==> src/rtl/ssp_sched_pkg.sv <==
// Shared definitions for the dual-issue scheduler: opcodes, instruction
// classes, FSM state encodings and the field-extract / decode helpers.
package ssp_sched_pkg;

    localparam int unsigned REG_W = 5;

    // Opcode map (instr[31:26])
    localparam logic [5:0] OP_ADD  = 6'h00;
    localparam logic [5:0] OP_SUB  = 6'h01;
    localparam logic [5:0] OP_AND  = 6'h02;
    localparam logic [5:0] OP_OR   = 6'h03;
    localparam logic [5:0] OP_XOR  = 6'h04;
    localparam logic [5:0] OP_ADDI = 6'h08;
    localparam logic [5:0] OP_ANDI = 6'h09;
    localparam logic [5:0] OP_ORI  = 6'h0A;
    localparam logic [5:0] OP_LW   = 6'h10;
    localparam logic [5:0] OP_SW   = 6'h11;
    localparam logic [5:0] OP_BEQ  = 6'h18;
    localparam logic [5:0] OP_BNE  = 6'h19;
    localparam logic [5:0] OP_BLT  = 6'h1A;
    localparam logic [5:0] OP_BGE  = 6'h1B;
    localparam logic [5:0] OP_J    = 6'h1C;
    localparam logic [5:0] OP_JAL  = 6'h1D;
    localparam logic [5:0] OP_NOP  = 6'h3F;

    typedef enum logic [2:0] {
        CLS_ALU,
        CLS_MEM,
        CLS_BR,
        CLS_JMP,
        CLS_NOP
    } iclass_e;

    // Scheduler FSM encodings
    localparam logic [0:0] ST_RUN     = 1'b0;
    localparam logic [0:0] ST_BR_WAIT = 1'b1;

    // Register usage of one decoded slot
    typedef struct packed {
        iclass_e          cls;
        logic             src0_v;
        logic [REG_W-1:0] src0;
        logic             src1_v;
        logic [REG_W-1:0] src1;
        logic             dst_v;
        logic [REG_W-1:0] dst;
    } dec_t;

    function automatic logic [5:0] f_op(input logic [31:0] instr);
        return instr[31:26];
    endfunction

    function automatic logic [REG_W-1:0] f_rs(input logic [31:0] instr);
        return instr[25:21];
    endfunction

    function automatic logic [REG_W-1:0] f_rt(input logic [31:0] instr);
        return instr[20:16];
    endfunction

    function automatic logic [REG_W-1:0] f_rd(input logic [31:0] instr);
        return instr[15:11];
    endfunction

    // Classify an instruction and extract the registers it reads/writes.
    // Unallocated opcodes are treated as NOP: consumed, never issued.
    function automatic dec_t decode(input logic [31:0] instr);
        dec_t d;
        d.cls    = CLS_NOP;
        d.src0_v = 1'b0;
        d.src0   = f_rs(instr);
        d.src1_v = 1'b0;
        d.src1   = f_rt(instr);
        d.dst_v  = 1'b0;
        d.dst    = '0;
        case (f_op(instr))
            OP_ADD, OP_SUB, OP_AND, OP_OR, OP_XOR: begin
                d.cls    = CLS_ALU;
                d.src0_v = 1'b1;
                d.src1_v = 1'b1;
                d.dst_v  = 1'b1;
                d.dst    = f_rd(instr);
            end
            OP_ADDI, OP_ANDI, OP_ORI: begin
                d.cls    = CLS_ALU;
                d.src0_v = 1'b1;
                d.dst_v  = 1'b1;
                d.dst    = f_rt(instr);
            end
            OP_LW: begin
                d.cls    = CLS_MEM;
                d.src0_v = 1'b1;
                d.dst_v  = 1'b1;
                d.dst    = f_rt(instr);
            end
            OP_SW: begin
                d.cls    = CLS_MEM;
                d.src0_v = 1'b1;
                d.src1_v = 1'b1;
            end
            OP_BEQ, OP_BNE, OP_BLT, OP_BGE: begin
                d.cls    = CLS_BR;
                d.src0_v = 1'b1;
                d.src1_v = 1'b1;
            end
            OP_J: begin
                d.cls = CLS_JMP;
            end
            OP_JAL: begin
                d.cls   = CLS_JMP;
                d.dst_v = 1'b1;
                d.dst   = 5'd31;
            end
            default: begin
                d.cls = CLS_NOP;
            end
        endcase
        return d;
    endfunction

endpackage

==> src/rtl/ssp_scoreboard.sv <==
// Pending-destination scoreboard: one busy bit per architectural register,
// two set ports (issue lanes) and two clear ports (writeback lanes).
// A set and a clear of the same register in one cycle leaves it busy.
module ssp_scoreboard #(
    parameter  int unsigned NREG  = 32,
    localparam int unsigned IDX_W = $clog2(NREG)
) (
    input  logic             clk1,
    input  logic             reset,
    input  logic             set0_i,
    input  logic [IDX_W-1:0] set0_idx_i,
    input  logic             set1_i,
    input  logic [IDX_W-1:0] set1_idx_i,
    input  logic             clr0_i,
    input  logic [IDX_W-1:0] clr0_idx_i,
    input  logic             clr1_i,
    input  logic [IDX_W-1:0] clr1_idx_i,
    output logic [NREG-1:0]  busy_o
);

    logic [NREG-1:0] busy_q;
    logic [NREG-1:0] busy_d;

    // Clears applied first so a same-cycle set takes priority
    always_comb begin
        busy_d = busy_q;
        if (clr0_i) busy_d[clr0_idx_i] = 1'b0;
        if (clr1_i) busy_d[clr1_idx_i] = 1'b0;
        if (set0_i) busy_d[set0_idx_i] = 1'b1;
        if (set1_i) busy_d[set1_idx_i] = 1'b1;
    end

    // Busy-bit register
    always_ff @(posedge clk1 or negedge reset) begin
        if (!reset) busy_q <= '0;
        else        busy_q <= busy_d;
    end

    // Lookup reflects registered state only; a clear shows up next cycle
    assign busy_o = busy_q;

endmodule

==> src/rtl/ssp_issue_scheduler.sv <==
// Dual-issue in-order scheduler between fetch and the two execute lanes.
// Issues 0/1/2 instructions per cycle subject to scoreboard hazards, an
// intra-pair dependency check and the single memory port, and holds issue
// after any branch/jump until the branch unit resolves it.
// Optional: define SCHED_PERF_CNT_EN to add the perf_dual/perf_single/
// perf_stall cycle counters.
module ssp_issue_scheduler
    import ssp_sched_pkg::*;
#(
    parameter int unsigned XLEN  = 32,
    parameter int unsigned NREG  = 32
`ifdef SCHED_PERF_CNT_EN
    ,
    parameter int unsigned CNT_W = 32
`endif
) (
    input  logic            clk1,
    input  logic            reset,
    input  logic            pair_valid,
    input  logic [XLEN-1:0] instr0,
    input  logic [XLEN-1:0] instr1,
    output logic [1:0]      consume,
    output logic            issue0_valid,
    output logic [XLEN-1:0] issue0_instr,
    output logic            issue1_valid,
    output logic [XLEN-1:0] issue1_instr,
    input  logic            wb0_valid,
    input  logic [4:0]      wb0_rd,
    input  logic            wb1_valid,
    input  logic [4:0]      wb1_rd,
    input  logic            br_resolve,
    input  logic            br_taken,
    output logic            flush
`ifdef SCHED_PERF_CNT_EN
    ,
    output logic [CNT_W-1:0] perf_dual,
    output logic [CNT_W-1:0] perf_single,
    output logic [CNT_W-1:0] perf_stall
`endif
);

    localparam int unsigned IDX_W = $clog2(NREG);

    logic [0:0]      state_q, state_d;
    logic            issue0_valid_q, issue0_valid_d;
    logic            issue1_valid_q, issue1_valid_d;
    logic [XLEN-1:0] issue0_instr_q, issue0_instr_d;
    logic [XLEN-1:0] issue1_instr_q, issue1_instr_d;
    logic            flush_q, flush_d;
    logic [1:0]      consume_c;

    dec_t            d0, d1;
    logic [NREG-1:0] busy;
    logic            blk0, blk1, dep1, ctl0, ctl1, mem_pair;
    logic            take1, iss0, iss1;

    assign d0 = decode(instr0[31:0]);
    assign d1 = decode(instr1[31:0]);

    // Hazard terms: scoreboard RAW/WAW per slot, plus slot1 against slot0's dst
    always_comb begin
        blk0 = (d0.src0_v && busy[d0.src0]) ||
               (d0.src1_v && busy[d0.src1]) ||
               (d0.dst_v  && busy[d0.dst]);
        blk1 = (d1.src0_v && busy[d1.src0]) ||
               (d1.src1_v && busy[d1.src1]) ||
               (d1.dst_v  && busy[d1.dst]);
        dep1 = d0.dst_v && ((d1.src0_v && (d1.src0 == d0.dst)) ||
                            (d1.src1_v && (d1.src1 == d0.dst)) ||
                            (d1.dst_v  && (d1.dst  == d0.dst)));
        ctl0     = (d0.cls == CLS_BR) || (d0.cls == CLS_JMP);
        ctl1     = (d1.cls == CLS_BR) || (d1.cls == CLS_JMP);
        mem_pair = (d0.cls == CLS_MEM) && (d1.cls == CLS_MEM);
    end

    // Next-state, issue decision and registered-output next values
    always_comb begin
        state_d        = state_q;
        consume_c      = 2'd0;
        take1          = 1'b0;
        iss0           = 1'b0;
        iss1           = 1'b0;
        flush_d        = 1'b0;
        case (state_q)
            ST_RUN: begin
                if (pair_valid && !blk0) begin
                    take1     = !ctl0 && !blk1 && !dep1 && !mem_pair;
                    consume_c = take1 ? 2'd2 : 2'd1;
                    iss0      = (d0.cls != CLS_NOP);
                    iss1      = take1 && (d1.cls != CLS_NOP);
                    if (ctl0 || (take1 && ctl1)) state_d = ST_BR_WAIT;
                end
            end
            ST_BR_WAIT: begin
                if (br_resolve) begin
                    state_d = ST_RUN;
                    flush_d = br_taken;
                end
            end
            default: state_d = ST_RUN;
        endcase
        issue0_valid_d = iss0;
        issue1_valid_d = iss1;
        issue0_instr_d = iss0 ? instr0 : issue0_instr_q;
        issue1_instr_d = iss1 ? instr1 : issue1_instr_q;
    end

    // FSM state register
    always_ff @(posedge clk1 or negedge reset) begin
        if (!reset) state_q <= ST_RUN;
        else        state_q <= state_d;
    end

    // Issue lanes and flush pulse
    always_ff @(posedge clk1 or negedge reset) begin
        if (!reset) begin
            issue0_valid_q <= 1'b0;
            issue1_valid_q <= 1'b0;
            issue0_instr_q <= '0;
            issue1_instr_q <= '0;
            flush_q        <= 1'b0;
        end else begin
            issue0_valid_q <= issue0_valid_d;
            issue1_valid_q <= issue1_valid_d;
            issue0_instr_q <= issue0_instr_d;
            issue1_instr_q <= issue1_instr_d;
            flush_q        <= flush_d;
        end
    end

    ssp_scoreboard #(
        .NREG (NREG)
    ) u_sb (
        .clk1       (clk1),
        .reset      (reset),
        .set0_i     (iss0 && d0.dst_v),
        .set0_idx_i (IDX_W'(d0.dst)),
        .set1_i     (iss1 && d1.dst_v),
        .set1_idx_i (IDX_W'(d1.dst)),
        .clr0_i     (wb0_valid),
        .clr0_idx_i (IDX_W'(wb0_rd)),
        .clr1_i     (wb1_valid),
        .clr1_idx_i (IDX_W'(wb1_rd)),
        .busy_o     (busy)
    );

    assign consume      = consume_c;
    assign issue0_valid = issue0_valid_q;
    assign issue1_valid = issue1_valid_q;
    assign issue0_instr = issue0_instr_q;
    assign issue1_instr = issue1_instr_q;
    assign flush        = flush_q;

`ifdef SCHED_PERF_CNT_EN
    logic [CNT_W-1:0] perf_dual_q, perf_single_q, perf_stall_q;

    // Issue-width and stall cycle counters, free-running with wrap
    always_ff @(posedge clk1 or negedge reset) begin
        if (!reset) begin
            perf_dual_q   <= '0;
            perf_single_q <= '0;
            perf_stall_q  <= '0;
        end else begin
            if (consume_c == 2'd2)              perf_dual_q   <= perf_dual_q + CNT_W'(1);
            if (consume_c == 2'd1)              perf_single_q <= perf_single_q + CNT_W'(1);
            if (pair_valid && consume_c == 2'd0) perf_stall_q <= perf_stall_q + CNT_W'(1);
        end
    end

    assign perf_dual   = perf_dual_q;
    assign perf_single = perf_single_q;
    assign perf_stall  = perf_stall_q;
`endif

endmodule
==> config.mk <==
export PLATFORM = sky130hd
export DESIGN_NAME = ssp_issue_scheduler
export DESIGN_NICKNAME = d
export VERILOG_FILES = /design/src/rtl/ssp_sched_pkg.sv /design/src/rtl/ssp_scoreboard.sv /design/src/rtl/ssp_issue_scheduler.sv
export SDC_FILE = /design/constraint.sdc
export NUM_CORES = 1
export LEC_CHECK = 0
export BUFFER_PORTS_ARGS = -buffer_cell sky130_fd_sc_hd__clkbuf_2
export CORE_UTILIZATION = 32
export DETAILED_ROUTE_END_ITERATION = 8
export PLACE_DENSITY = 0.54
export SYNTH_ARGS = -nofsm -noshare
export SYNTH_HDL_FRONTEND = slang
export SYNTH_SLANG_ARGS = --single-unit
==> constraint.sdc <==
create_clock -name clk1 -period 5.1 [get_ports clk1]
set_input_delay 0.255 -clock clk1 [delete_from_list [all_inputs] [get_ports clk1]]
set_output_delay 0.255 -clock clk1 [all_outputs]
set_load 0.01 [all_outputs]
==> flow_metrics.tcl <==
set metrics [dict create \
    numCtsBuffers 9 \
    std_cell_rows 53 \
    hold_start "br_resolve" \
    clockBufferDepth 2 \
    drtIter0Drc 749 \
    initial_core_util 0.3275 \
    synth.area.top_cells "dfrtp_1 36%, mux4_2 12%, mux2_2 11%" \
    synth_top_cell_area_share 0.3612 \
    cts_setup_buffers 0 \
    gp_congestion 0.9620 \
    final_area_um2 8264 \
    final-setup-viol-count 0 \
    period_minus_slack_ps 3899 \
    via_per_inst 6.062 \
    p_total_w 0.003059 \
    hp-class "primary input to register" \
    area_growth_pct 19.29 \
    r2r_end "u_sb.busy_o[8]" \
    antenna_found_initial 0 \
    syn_area_um2 6928 \
    tritoncts "done" \
    wl_per_cell_um 22.62 \
    ys_seq_area_frac 0.3612 \
    die_y_um 149.1 \
    skew_ps 9.584 \
    design.core.area_um2 21150 \
    critical_path_arrival_ps 4180 \
    p_leak_nw 3.409 \
    root_buffer "clkbuf_16" \
    post-synth-top-count-cell "dfrtp_1" \
    switching_share 0.3336 \
    maxCapViolations 0 \
    synth.distinct_cells 59 \
    h-tree-depth 3 \
    ys.flop_type "dfrtp_1" \
    synthArstFlopShare 1.000 \
    tns_ps 0 \
    antenna_cells 0 \
    drtAntennaViolNets 0 \
    synth_common_cells "100 x dfrtp_1, 66 x mux2_2, 38 x a22oi_1, 38 x mux4_2, 31 x nand2_1" \
    start_kind "register" \
    clock.fmax_mhz 256.5 \
    dp_hpwl_um 17400 \
    tightest_slew_ps 1235 \
    track_usage 0.2135 \
    drv_slew 0 \
    p_seq_frac 0.403 \
    power_density_nw_per_um2 370.2 \
    slew_headroom 0.1752 \
    drtPass1Iterations 7 \
    clkPwrFrac 0.265 \
    rsz0062_at_grt "false" \
    crit_fanout 8 \
    fin_nets 843 \
    hold_depth 2 \
    dp_slack_ps 877.4 \
    status "finished clean" \
    ys_ff_latch 100 \
    critPathKind "register to register" \
    min_period_over_period 0.7646 \
    grt_pass1_wl_um 35600 \
    drc_errors 0 \
    cp.required_ps 5380 \
    utilization 0.3907 \
    crit_path_start "u_sb.busy_o[12]" \
    yosys_warnings 0 \
    worstHoldEndpoint "state_q" \
    r2r_cells 10 \
    synth_edf_count 0 \
    grt_overflow 0 \
    clkSlewWorstSetupHoldPaths_ps 70 \
    die_w_um 149.1 \
    hold_violations 0 \
    p_comb_frac 0.332 \
    ios 150 \
    switchingPower_w 0.001021 \
    syn_nets 719 \
    numClockSinks 100 \
    regToRegSetupSlack_ps 1200 \
    yosys.area.top_type "dfrtp_1" \
    grt_max_degree 52 \
    fin_ws_ps 1201 \
    dieArea_um2 22240 \
    fillers 2062 \
    vias 6311 \
    wl_um 23550 \
    r2r-start "u_sb.busy_o[12]" \
    dpl_cell_area_um2 7908 \
    peakVddDrop_uv 142.7 \
    grt_pass1_vias 5883 \
    io_buffers 149 \
    power.internal_w 0.002039 \
    endpoint_kind "register" \
    syn_avg_cell_area_um2 10.86 \
    drive_gt1_frac 0.3877 \
    insertion_delay_ps 370 \
    syn_inst 638 \
]
## flip-flops by register name, summed over array words and instances (netlist names)
name          count
u_sb.busy_o      32
flush             1
issue0_valid      1
issue1_instr     32
issue0_instr     32
state_q           1
issue1_valid      1
## cell families (layout without fill, tap and decap cells)
logic type	Yosys count	in the layout	share of synthesized area
buffers and inverters	75	203	0.04569
and+or+nand+nor	135	135	0.1096
xor gates and xnor gates	14	14	0.01770
muxes	131	131	0.2698
AOI/OAI and AO/OA	183	183	0.1960
DFF	100	100	0.3612
## cells in the final DEF, fill, tap and decap left out, types with 3 or more instances in the layout
cell         n
and3_1      11
o211ai_1    12
nand3_1      5
clkbuf_16    9
nor4_1       3
nor2_1      20
mux4_2      38
xnor2_1     14
nor3_1      15
dfrtp_1    100
a22o_1       3
a22oi_1     38
a221o_1     12
o21ai_1     11
o21bai_1     3
and2_1       6
bufinv_16    3
buf_4       17
o21ai_0     25
a211oi_1    11
nor3b_1     10
a31oi_1     16
and3b_1      5
nor4b_1      3
nand2_1     31
mux2_2      66
mux2i_1     27
nand3b_1     3
a21oi_1     17
inv_1       22
nand4_1     12
a221oi_1    14
clkbuf_2   148
## layer usage
layer | routed length (µm) | global-route usage | vias to the layer above
met1 | 10010 | 0.2971 | 3104
met4 | 840 | 0.1015 | 0
met2 | 10450 | 0.3186 | 380
li1 | - | - | 2763
met5 | 0 | 0 | -
met3 | 2248 | 0.03945 | 64
## stage by stage
stage	hold slack [ps]	cells
global route	103.0	1041
detailed placement	325.1	1025
global placement	333.3	1025
CTS	89.66	1041
floorplan	-40.59	638
finish	100.9	1041
## worst max-delay path: stages (launching register included)
cell and delay (ps):
dfrtp_1 550, mux4_2 520, mux4_2 460, mux2i_1 170, nor2_1 80, a31oi_1 170, o21ai_1 80, or4_4 560
a211oi_4 390, or4b_1 650, o21ai_1 190
## power by group through the flow
stage / clock [W] / sequential, W / combinational (W)
floorplan: 0 / 0.00128 / 0.000512
CTS: 0.000830 / 0.00123 / 0.00102
global route: 0.000860 / 0.00126 / 0.00110
finish: 0.000812 / 0.00123 / 0.00102
detailed placement: 0 / 0.00124 / 0.00102
global placement: 0 / 0.00124 / 0.00101
## area by class of cell
cell class | count | area [µm²] | area share
timing repair buffer | 166 | 878.3 | 0.1063
inverter | 22 | 82.58 | 0.009992
multi-input combinational | 463 | 4110 | 0.4974
clock inverter | 5 | 107.6 | 0.01302
clock buffer | 10 | 239.0 | 0.02892
sequential | 100 | 2502 | 0.3028
tap | 275 | 344.1 | 0.04164
## worst max-delay path by stage
stage	endpoint	slack, ps	cells after the start
after floorplan	u_sb.busy_o[24]	1600	12
after global placement	u_sb.busy_o[16]	980	11
after detailed placement	issue1_instr[6]	880	13
after CTS	u_sb.busy_o[12]	1200	10
after global routing	issue1_instr[25]	990	13
final	u_sb.busy_o[8]	1200	10
## what timing repair did
item	in CTS	in global routing
endpoints found under the setup margin	0	0
endpoints found under the hold margin	49	0
hold buffers	1	0
resized for setup	0	0
(Power assumes the default switching activity.)
